**config.mk**
```make
export PLATFORM = sky130hd
export DESIGN_NAME = player_mover
export DESIGN_NICKNAME = d
export VERILOG_FILES = /design/src/rtl/player_mover.sv
export SDC_FILE = /design/constraint.sdc
export NUM_CORES = 1
export LEC_CHECK = 0
export BUFFER_PORTS_ARGS = -buffer_cell sky130_fd_sc_hd__clkbuf_2
export CORE_UTILIZATION = 40
export CTS_CLUSTER_DIAMETER = 150
export DETAILED_ROUTE_END_ITERATION = 16
export SETUP_SLACK_MARGIN = 0.15
export SLEW_MARGIN = 20
export SYNTH_ARGS = -nofsm -noshare
export SYNTH_HDL_FRONTEND = slang
export SYNTH_SLANG_ARGS = --single-unit
```
**constraint.sdc**
```tcl
create_clock -name clock -period 3.5 [get_ports clock]
set_input_delay 0.35 -clock clock [delete_from_list [all_inputs] [get_ports clock]]
set_output_delay 0.35 -clock clock [all_outputs]
set_load 0.05 [all_outputs]
```
**src/rtl/player_mover.sv**
```systemverilog
// rtl/player_mover.sv - two-player step engine: direction filtering, wrapped moves, grid strobes, win/crash check
module player_mover #(
  parameter int unsigned P1_START_X = 16,
  parameter int unsigned P1_START_Y = 32,
  parameter int unsigned P2_START_X = 47,
  parameter int unsigned P2_START_Y = 32
) (
  input  logic        clock,
  input  logic        reset,
  input  logic        start,
  input  logic        tick,
  input  logic [1:0]  dir_one,
  input  logic [1:0]  dir_two,
  input  logic        isWinOne,
  input  logic        isWinTwo,
  input  logic        isCrash,
  output logic [31:0] play_x,
  output logic [31:0] play_y,
  output logic        is_play_one,
  output logic        is_play_two,
  output logic        game_over,
  output logic [1:0]  result,
  output logic [15:0] step_count
);

  localparam logic [5:0] LP_P1_X = 6'(P1_START_X);
  localparam logic [5:0] LP_P1_Y = 6'(P1_START_Y);
  localparam logic [5:0] LP_P2_X = 6'(P2_START_X);
  localparam logic [5:0] LP_P2_Y = 6'(P2_START_Y);
  localparam logic [1:0] LP_DIR1_LOAD = 2'b01;
  localparam logic [1:0] LP_DIR2_LOAD = 2'b11;

  typedef enum logic [2:0] {
    S_IDLE,
    S_RUN,
    S_P1,
    S_P2,
    S_SETTLE,
    S_CHECK,
    S_OVER
  } state_t;

  state_t      r_state;
  state_t      w_state_next;

  logic [5:0]  r_x1;
  logic [5:0]  r_y1;
  logic [5:0]  r_x2;
  logic [5:0]  r_y2;
  logic [1:0]  r_dir1;
  logic [1:0]  r_dir2;
  logic [1:0]  r_result;
  logic [15:0] r_step_count;

  logic [1:0]  w_dir1_acc;
  logic [1:0]  w_dir2_acc;
  logic [11:0] w_next1;
  logic [11:0] w_next2;
  logic        w_load;
  logic        w_accept_tick;
  logic        w_any_flag;
  logic [1:0]  w_result_new;

  // Six-bit arithmetic gives the modulo-64 wrap for free.
  function automatic logic [11:0] f_next_pos(
    input logic [5:0] x,
    input logic [5:0] y,
    input logic [1:0] d
  );
    logic [5:0] nx;
    logic [5:0] ny;
    nx = x;
    ny = y;
    case (d)
      2'b00:   ny = y - 6'd1;
      2'b01:   nx = x + 6'd1;
      2'b10:   ny = y + 6'd1;
      default: nx = x - 6'd1;
    endcase
    return {nx, ny};
  endfunction

  // A request pointing straight back is a reversal and is dropped.
  assign w_dir1_acc = (dir_one == (r_dir1 ^ 2'b10)) ? r_dir1 : dir_one;
  assign w_dir2_acc = (dir_two == (r_dir2 ^ 2'b10)) ? r_dir2 : dir_two;

  assign w_next1 = f_next_pos(r_x1, r_y1, w_dir1_acc);
  assign w_next2 = f_next_pos(r_x2, r_y2, w_dir2_acc);

  assign w_load        = start && ((r_state == S_IDLE) || (r_state == S_OVER));
  assign w_accept_tick = tick && (r_state == S_RUN);
  assign w_any_flag    = isCrash || isWinOne || isWinTwo;

  always_comb begin
    w_result_new = 2'b00;
    if (isCrash || (isWinOne && isWinTwo)) begin
      w_result_new = 2'b11;
    end else if (isWinOne) begin
      w_result_new = 2'b01;
    end else if (isWinTwo) begin
      w_result_new = 2'b10;
    end
  end

  always_comb begin
    w_state_next = r_state;
    case (r_state)
      S_IDLE:   if (start) w_state_next = S_RUN;
      S_RUN:    if (tick) w_state_next = S_P1;
      S_P1:     w_state_next = S_P2;
      S_P2:     w_state_next = S_SETTLE;
      S_SETTLE: w_state_next = S_CHECK;
      S_CHECK:  w_state_next = w_any_flag ? S_OVER : S_RUN;
      S_OVER:   if (start) w_state_next = S_RUN;
      default:  w_state_next = S_IDLE;
    endcase
  end

  always_ff @(posedge clock) begin
    if (reset) begin
      r_state      <= S_IDLE;
      r_x1         <= LP_P1_X;
      r_y1         <= LP_P1_Y;
      r_x2         <= LP_P2_X;
      r_y2         <= LP_P2_Y;
      r_dir1       <= LP_DIR1_LOAD;
      r_dir2       <= LP_DIR2_LOAD;
      r_result     <= 2'b00;
      r_step_count <= 16'd0;
    end else begin
      r_state <= w_state_next;

      if (w_load) begin
        r_x1         <= LP_P1_X;
        r_y1         <= LP_P1_Y;
        r_x2         <= LP_P2_X;
        r_y2         <= LP_P2_Y;
        r_dir1       <= LP_DIR1_LOAD;
        r_dir2       <= LP_DIR2_LOAD;
        r_result     <= 2'b00;
        r_step_count <= 16'd0;
      end

      if (w_accept_tick) begin
        r_dir1 <= w_dir1_acc;
        r_dir2 <= w_dir2_acc;
        {r_x1, r_y1} <= w_next1;
        {r_x2, r_y2} <= w_next2;
      end

      if (r_state == S_CHECK) begin
        if (r_step_count != 16'hFFFF) begin
          r_step_count <= r_step_count + 16'd1;
        end
        if (w_any_flag) begin
          r_result <= w_result_new;
        end
      end
    end
  end

  // The grid bus is shared, so only the strobed player's position is ever presented.
  always_comb begin
    play_x      = 32'd0;
    play_y      = 32'd0;
    is_play_one = 1'b0;
    is_play_two = 1'b0;
    case (r_state)
      S_P1: begin
        play_x      = {26'd0, r_x1};
        play_y      = {26'd0, r_y1};
        is_play_one = 1'b1;
      end
      S_P2: begin
        play_x      = {26'd0, r_x2};
        play_y      = {26'd0, r_y2};
        is_play_two = 1'b1;
      end
      default: begin
        play_x      = 32'd0;
        play_y      = 32'd0;
      end
    endcase
  end

  assign game_over  = (r_state == S_OVER);
  assign result     = r_result;
  assign step_count = r_step_count;

endmodule

```
# Word-level counts from Yosys, hierarchy flattened
# Index checks and enable logic that the tools add are counted.
[word_totals]
ramBits = 0
ff_bits = 49
output_inout_bits = 85
mem_bits_ro = 0
latchBits = 0
mem_count = 0
[classes]
shifts = 0
bitwise_logic = 2
mux = 34
mul = 0
n_div = 0
n_eq_ne = 19
n_addsub = 9
order_cmp = 0
reduce_logical = 19
[op_table]
columns = ["operator", "n"]
rows = [
  ["$pmux 6 s2", 6],
  ["$mux 16", 3],
  ["$mux 6", 7],
  ["$add 6x1->6 const B", 4],
  ["$mux 2", 12],
  ["$sub 6x1->6 const B", 4],
  ["$pmux 3 s6", 1],
  ["$add 16x1->16 const B", 1],
  ["$ne 16x16->1 const B", 1],
  ["$reduce_and 2->1", 5],
  ["$eq 3x3->1 const B", 3],
  ["$mux 3", 3],
  ["$eq 3x2->1 const B", 2],
  ["$ne 2x2->1 const B", 3],
  ["$ne 3x1->1 const B", 2],
  ["$reduce_or 2->1", 3],
  ["$eq 2x1->1 const B", 2],
  ["$eq 2x2->1", 2],
  ["$eq 2x2->1 const B", 2],
  ["$logic_not 2->1", 2],
  ["$logic_or 1x1->1", 4],
  ["$eq 3x1->1 const B", 1],
  ["$logic_and 1x1->1", 3],
  ["$logic_not 3->1", 1],
  ["4 further kinds", 6],
]

# Depth between registers and ports, before layout
# Gate-level depths: netlist of run 1.
[logic_depth]
word_depth = 7
mapped_depth = 9
depth_no_buf = 9

# Worst setup path after synthesis of run 1
# OpenSTA, ideal clock, no wires.
[synth_timing]
path_type = "register to register"
from = "register r_dir2[0]"
to = "register r_x2[5]"
setup_ns = 0.119
arrival_ns = 2.310
path_stages_with_launch = 9
synth_period_minus_slack_ns = 2.429
t_required_ns = 3.381
n_path_buf = 0
path_slack_ns = 1.071
path_cell_list = "dfxtp_1 -> mux2i_1 -> nand2_1 -> ha_1 -> a211o_1 -> a2111oi_0 -> and4bb_2 -> mux2i_1 -> a21oi_1"
[synth_via]
elab_chain_cells = 6
elab_cells_between_ends = 10
cone_classes = "4 x eq/ne; 3 x mux; 3 x reduce/logical"
[synth_rtl]
columns = ["element", "line", "rtl"]
rows = [
  ["from (decl)", "51", "logic [1:0] r_dir2;"],
  ["from (signal assigned)", "146", "r_dir2 <= w_dir2_acc;"],
  ["$eq 2x2->1", "85", "assign w_dir2_acc = (dir_two == (r_dir2 ^ 2'b10)) ? r_dir2 : dir_two;"],
  ["$mux 2 (*)", "85", ""],
  ["$eq 2x2->1 / $logic_not 2->1 (equally long branches)", "74", "case (d)"],
  ["$reduce_or 2->1 (no line)", "-", ""],
  ["$pmux 6 s2 / $ne 2x2->1 (equally long branches)", "-", ""],
  ["$mux 6 / $reduce_and 2->1 (equally long branches)", "-", ""],
  ["to (signal assigned)", "148", "{r_x2, r_y2} <= w_next2;"],
  ["to (decl)", "48", "logic [5:0] r_x2;"],
]
# Mark *: on every way between the ends. The rest lies on a longest branch, timed or not.
# A chain may end at the register's enable or synchronous reset.

# Worst setup path after layout of run 1
# Ends and elaborated chain as after synthesis.

==> results of run 1 <==
## cell families after synthesis
family | Yosys count | synth area share (%)
AND/OR/NAND/NOR | 157 | 22.9
flip-flops | 49 | 26.9
AO/OA/AOI/OAI | 118 | 22.3
other | 1 | 0.103
multiplexers | 9 | 2.47
XOR/XNOR | 12 | 2.88
adder cells (fa/ha/maj) | 21 | 8.02
buffers and inverters | 82 | 14.5
## cells in the final DEF (no fill, tap or decap), types with 10 or more instances in the layout
cell type	synthesis	final
inv_1	12	12
a21oi_1	30	30
clkbuf_2	0	43
dfxtp_1	49	49
nand3_1	16	16
conb_1	1	52
nor3_1	10	10
o21ai_0	17	17
ha_1	17	17
nand2_1	32	32
nor2_1	41	41
a22o_1	12	12
## cell usage after synthesis, types with 3 or more instances
library cell  number
a211o_1            3
a211oi_1           6
a21o_1             8
a21oi_1           30
a22o_1            12
a311oi_1           4
a32oi_1            4
and3_1             7
buf_2              5
buf_4             53
clkbuf_1           8
dfxtp_1           49
fa_1               4
ha_1              17
inv_1             12
mux2i_1            9
nand2_1           32
nand2b_1           6
nand3_1           16
nand4_1            5
nor2_1            41
nor2b_1            4
nor3_1            10
nor4_1             3
nor4b_1            3
o211ai_1           4
o21a_1             5
o21ai_0           17
o22ai_1            4
o31ai_1            3
or2_2              3
or3_1              7
xnor2_1            6
xor2_1             6
## per-layer routing
metal  track usage, %  vias to the layer above  wire length [um]
li1                 -                     1600                 -
met1             25.1                     1511              4140
met2             29.6                       95              3800
met3             2.37                        9               339
met4             5.09                        0               121
met5                0                        -                 0
## critical path, stage by stage, from the launching register on
cell	delay, ns
dfxtp_1	0.42
mux2i_1	0.45
nand2_1	0.25
ha_1	0.37
a211o_1	0.34
a2111oi_0	0.34
and4bb_2	0.28
mux2i_1	0.14
a21oi_1	0.05
## state kept, by name, summed over array words and instances (netlist names)
name        flops
result          2
r_y1            6
r_x1            6
r_x2            6
r_y2            6
r_state         3
r_dir1          2
step_count     16
r_dir2          2
## report_power, final
| part | switching, uW | leakage, uW | internal [uW] | total [uW] |
|---|---|---|---|---|
| Combinational | 334 | 0.00119 | 108 | 441 |
| Clock | 196 | 0.0000450 | 139 | 335 |
| Sequential | 27.3 | 0.000396 | 575 | 602 |
| Total | 557 | 0.00163 | 822 | 1380 |
## area by class of cell
type / instances / area, um2
Clock buffer: 6 / 72.6
Clock inverter: 2 / 10.0
Fill cell: 882 / 4950
Inverter: 13 / 48.8
Multi-Input combinational cell: 369 / 2330
Sequential cell: 49 / 981
Tap cell: 108 / 135
Timing Repair Buffer: 45 / 230
## worst paths after layout
kind | slack, ns | cells after the start | endpoint | startpoint
worst min register to register | 0.49 | 2 | result[1]$_SDFF_PP0_ | result[1]$_SDFF_PP0_
worst max register to register | 0.75 | 8 | r_x2[5]$_SDFFE_PP1P_ | r_dir2[0]$_SDFFE_PP1P_
worst min-delay path | 0.34 | 3 | r_dir1[1]$_SDFFE_PP0P_ | dir_one[1]
worst max-delay path | 0.75 | 8 | r_x2[5]$_SDFFE_PP1P_ | r_dir2[0]$_SDFFE_PP1P_
## stage by stage
step | utilization, % | total power, uW | instances | area (um2)
after floorplan | - | 1020 | 500 | 3840
after global placement | 42.5 | 1050 | 584 | 3730
after detailed placement | 42.5 | 1050 | 584 | 3730
after CTS | 43.5 | 1390 | 592 | 3810
after global routing | 43.5 | 1460 | 592 | 3810
final | 43.5 | 1380 | 592 | 3810
==> impl_metrics.tcl, run 1 <==
set metrics [dict create \
    status "finished, final reports clean" \
    async_flop_share_pct 0 \
    antenna_found_initial 0 \
    dieHeight_um 97.5 \
    setup_slack_ns 0.754 \
    whs_ns 0.341 \
    tightestPinTransition_ns 0.867 \
    drcViolationCount 0 \
    required_ns 3.69 \
    dpl_worst_slack_ns 0.784 \
    rows 34 \
    clkLatencyLatePin_ns 0.31 \
    hold_path.class "in -> reg" \
    crit_path_start_kind "register" \
    nets 515 \
    relSlewSlack_pct 42.0 \
    grt_pass1_wl_um 14300 \
    synth_cell_types 66 \
    place.detailed.hpwl_um 6140 \
    dieArea_mm2 0.00951 \
    max_cap_viol_count 0 \
    slew_viol_final 0 \
    first_pass_iters 4 \
    yosysWarnings 0 \
    cts_hold_buf 0 \
    finalSetupViolations 0 \
    fin_skew_ns 0.00632 \
    cp-end-kind "register" \
    area_growth_syn_to_layout_pct 4.39 \
    grt_max_degree 35 \
    grt_usage_pct 18.2 \
    crit_type "reg -> reg" \
    period_share_pct 78.4 \
    cts_sinks 49 \
    io_buffers 43 \
    tns_ns 0 \
    p_per_area_mw_per_mm2 362 \
    cts_resized 0 \
    initial_core_util_pct 41.7 \
    drt-vias-per-instance 5.43 \
    cts_buffer_depth 2 \
    crit_arrival_ns 2.94 \
    insertedDiodeCount 0 \
    clkTransAtPathRegs_ns 0.09 \
    synth_edf_count 0 \
    avgSynthCellArea_um2 8.13 \
    max_freq_ghz 0.364 \
    die_x_um 97.5 \
    routed_wl_um 8410 \
    leakagePower_uw 0.00163 \
    synth_largest_area_cell "dfxtp_1" \
    synthFlopType "dfxtp_1" \
    grt_pass1_vias 2915 \
    drive_above_1_share_pct 13.6 \
    period_needed_ns 2.75 \
    gp_congestion 0.889 \
    crit_path_max_fanout 5 \
    vias 3215 \
    cts_setup_buffers 0 \
    ys_ff_latch 49 \
    netlist_instances 449 \
    drt_iter0_drc 122 \
    ir_drop_v 0.000146 \
    finalHoldViolations 0 \
    synth.area.top_cells "dfxtp_1 (27%), buf_4 (11%), ha_1 (5.8%)" \
    synth_top_area_share_pct 26.9 \
    wl_per_cell_um 14.2 \
    cts_tree "yes" \
    synth-seq-area-share_pct 26.9 \
    numCtsBuffers 5 \
    cts-root-buf "clkbuf_8" \
    final_antenna_net_count 0 \
    netlist_area_mm2 0.00365 \
    core-area_mm2 0.00876 \
    io_pins 96 \
    rsz0062_at_grt "no" \
    overflow 0 \
    h-tree-depth 2 \
]
(Power assumes the default switching activity.)
==> run 2: changes to the inputs <==
Clock period 3.5 ns to 2.6 ns, I/O delays scaled along.
==> run 2 against run 1 <==
Power grew 40%. Non-clock buffer count up 5. Clock skew is essentially flat. Die area stayed put. Maximum frequency increased by 15%. Worst hold slack got worse by 0.069 ns. First-iteration DRC count is 4.1% higher. Critical endpoint unchanged. Sequential power increased by 35%. Cell count is 0.84% higher. Critical path type unchanged. Register-to-register slack got worse by 0.54 ns. Clock power grew 51%.
==> impl_metrics.tcl, run 2 (synthesis gave the netlist of run 1 again) <==
set metrics [dict create \
    status "finished, final reports clean" \
    cts_tree "yes" \
    period_share_pct 91.9 \
    hold_path_depth 3 \
    grt_pass1_vias 2972 \
    max_freq_ghz 0.418 \
    final_cell_mix "conb_1 (52), dfxtp_1 (47), clkbuf_2 (43), nor2_1 (41)" \
    die_x_um 97.5 \
    drcViolationCount 0 \
    swShare_pct 39.1 \
    dpl-instance-area_mm2 0.00376 \
    crit_path_max_fanout 5 \
    max_cap_viol_count 0 \
    h-tree-depth 2 \
    final_common_cell "conb_1" \
    initial_core_util_pct 41.7 \
    final_area_mm2 0.00393 \
    top_usage_layer "met2" \
    grtUsageMet2_pct 29.4 \
    cts_sinks 49 \
    drt-vias-per-instance 5.41 \
    p_int_uw 1170 \
    cts-root-buf "clkbuf_8" \
    gp_congestion 0.860 \
    dieHeight_um 97.5 \
    grt_usage_pct 18.2 \
    required_ns 2.81 \
    dieArea_mm2 0.00951 \
    ir_drop_v 0.000171 \
    grt_max_degree 21 \
    slew_viol_final 0 \
    insertedDiodeCount 0 \
    p_per_area_mw_per_mm2 491 \
    rows 34 \
    worst-r2r-setup-slack_ns 0.21 \
    comb_power_share_pct 31.7 \
    fill_cells 881 \
    whs_ns 0.272 \
    wl_per_cell_um 14.1 \
    rsz0062_at_grt "yes" \
    io_buffers 43 \
    overflow 0 \
    antenna_found_initial 0 \
    finalSetupViolations 0 \
    drt_iter0_drc 127 \
    vias 3230 \
    numCtsBuffers 5 \
    core-area_mm2 0.00876 \
    nets 520 \
    switchingPower_uw 754 \
    tns_ns 0 \
    path_cells "mux2i_1, nand2_2, ha_1, a211o_1, a2111oi_2, and4bb_2, mux2i_1, a21oi_1" \
    reg2reg_depth 8 \
    cts_buffer_depth 2 \
    grt_use_met1_pct 25.8 \
    p_clk_share_pct 26.2 \
    fin_skew_ns 0.00612 \
    crit_arrival_ns 2.60 \
    final_antenna_net_count 0 \
    grt_pass1_wl_um 14500 \
    place.detailed.hpwl_um 6430 \
    r2r_start "r_dir2[0]$_SDFFE_PP1P_" \
    leakagePower_uw 0.00165 \
    finalHoldViolations 0 \
    first_pass_iters 4 \
    io_pins 96 \
    routed_wl_um 8440 \
    clkLatencyLatePin_ns 0.31 \
    min_to "result[1]$_SDFF_PP0_" \
    cpPeakStageDelay_ns 0.40 \
    area_growth_syn_to_layout_pct 7.51 \
    crit_path_start_kind "register" \
    clkTransAtPathRegs_ns 0.10 \
    seq_power_share_pct 42.1 \
    hp-start "isWinTwo" \
    hold_path.class "in -> reg" \
    crit_top_cell "mux2i_1" \
    drive_above_1_share_pct 17.0 \
    crit_type "reg -> reg" \
    cp-end-kind "register" \
    largest_reg_flops 16 \
    cp_slowest_cell "dfxtp_2" \
    period_needed_ns 2.39 \
    worstReg2RegEnd "r_x2[5]$_SDFFE_PP1P_" \
    grtUsageMet3_pct 2.01 \
]
==> run 2: cell count changes in the layout (fill, tap and decap cells not counted), sizes merged <==
cell,before,now
buf,2,7
clkbuf,49,50
clkinv,2,1
==> run 2: worst max-delay path: cells and delay by family (launching register included) <==
| family | cells | cell delay (ns) |
|---|---|---|
| compound gates | 3 | 0.70 |
| mux | 2 | 0.46 |
| simple gates | 2 | 0.42 |
| flops | 1 | 0.40 |
| fa+ha+maj | 1 | 0.32 |
==> run 2: per-layer routing <==
layer  part of all wire, %  wire, um
met1                    49      4110
met2                    47      4010
met3                   3.0       255
met4                  0.81        68
met5                     0         0
==> run 2: how the worst max path moves through the flow <==
stage	from	end	slack, ns	depth (start not counted)
3_5_place_dp	r_dir2[0]$_SDFFE_PP1P_	r_x2[5]$_SDFFE_PP1P_	0.11	8
4_1_cts	r_dir2[0]$_SDFFE_PP1P_	r_x2[5]$_SDFFE_PP1P_	0.17	8
6_report	r_dir2[0]$_SDFFE_PP1P_	r_x2[5]$_SDFFE_PP1P_	0.21	8
2_1_floorplan	r_dir2[0]$_SDFFE_PP1P_	r_x2[5]$_SDFFE_PP1P_	0.17	8
3_3_place_gp	r_dir1[0]$_SDFFE_PP1P_	r_x1[5]$_SDFFE_PP0P_	0.23	8
5_1_grt	r_dir2[0]$_SDFFE_PP1P_	r_x2[5]$_SDFFE_PP1P_	0.05	8
==> run 2: repair_timing <==
item / 4_1_cts / 5_1_grt
pin swaps: 0 / 1
hold buffers: 0 / 0
endpoints found under the setup margin: 2 / 6
gates cloned: 0 / 0
endpoints found under the hold margin: 0 / 0
resized for setup: 3 / 9
buffers inserted: 0 / 1
==> run 2: layout make-up <==
cell class	count	area (um2)	share of cell area [%]
clock inverters	1	5.00	0.128
clock buffers	7	96.3	2.45
inverters	13	48.8	1.24
flip-flops and latches	49	983	25.1
repair buffers	50	268	6.82
multi-input cells	369	2390	60.9
well taps	108	135	3.44
==> run 2: power groups by stage <==
stage / clock network (uW) / registers, uW / logic, uW
4_1_cts: 526 / 810 / 600
5_1_grt: 552 / 818 / 665
3_5_place_dp: 0 / 827 / 597
2_1_floorplan: 0 / 813 / 564
6_report: 505 / 812 / 610
3_3_place_gp: 0 / 827 / 589
==> run 2: per-stage QoR <==
step                total power [uW]  util [%]  cells  setup slack, ns
finish                          1930      44.8    597            0.210
global route                    2030      44.8    597           0.0462
CTS                             1940      44.1    596            0.168
detailed placement              1420      42.9    588            0.105
global placement                1420      42.9    588            0.228
floorplan                       1380         -    500            0.171
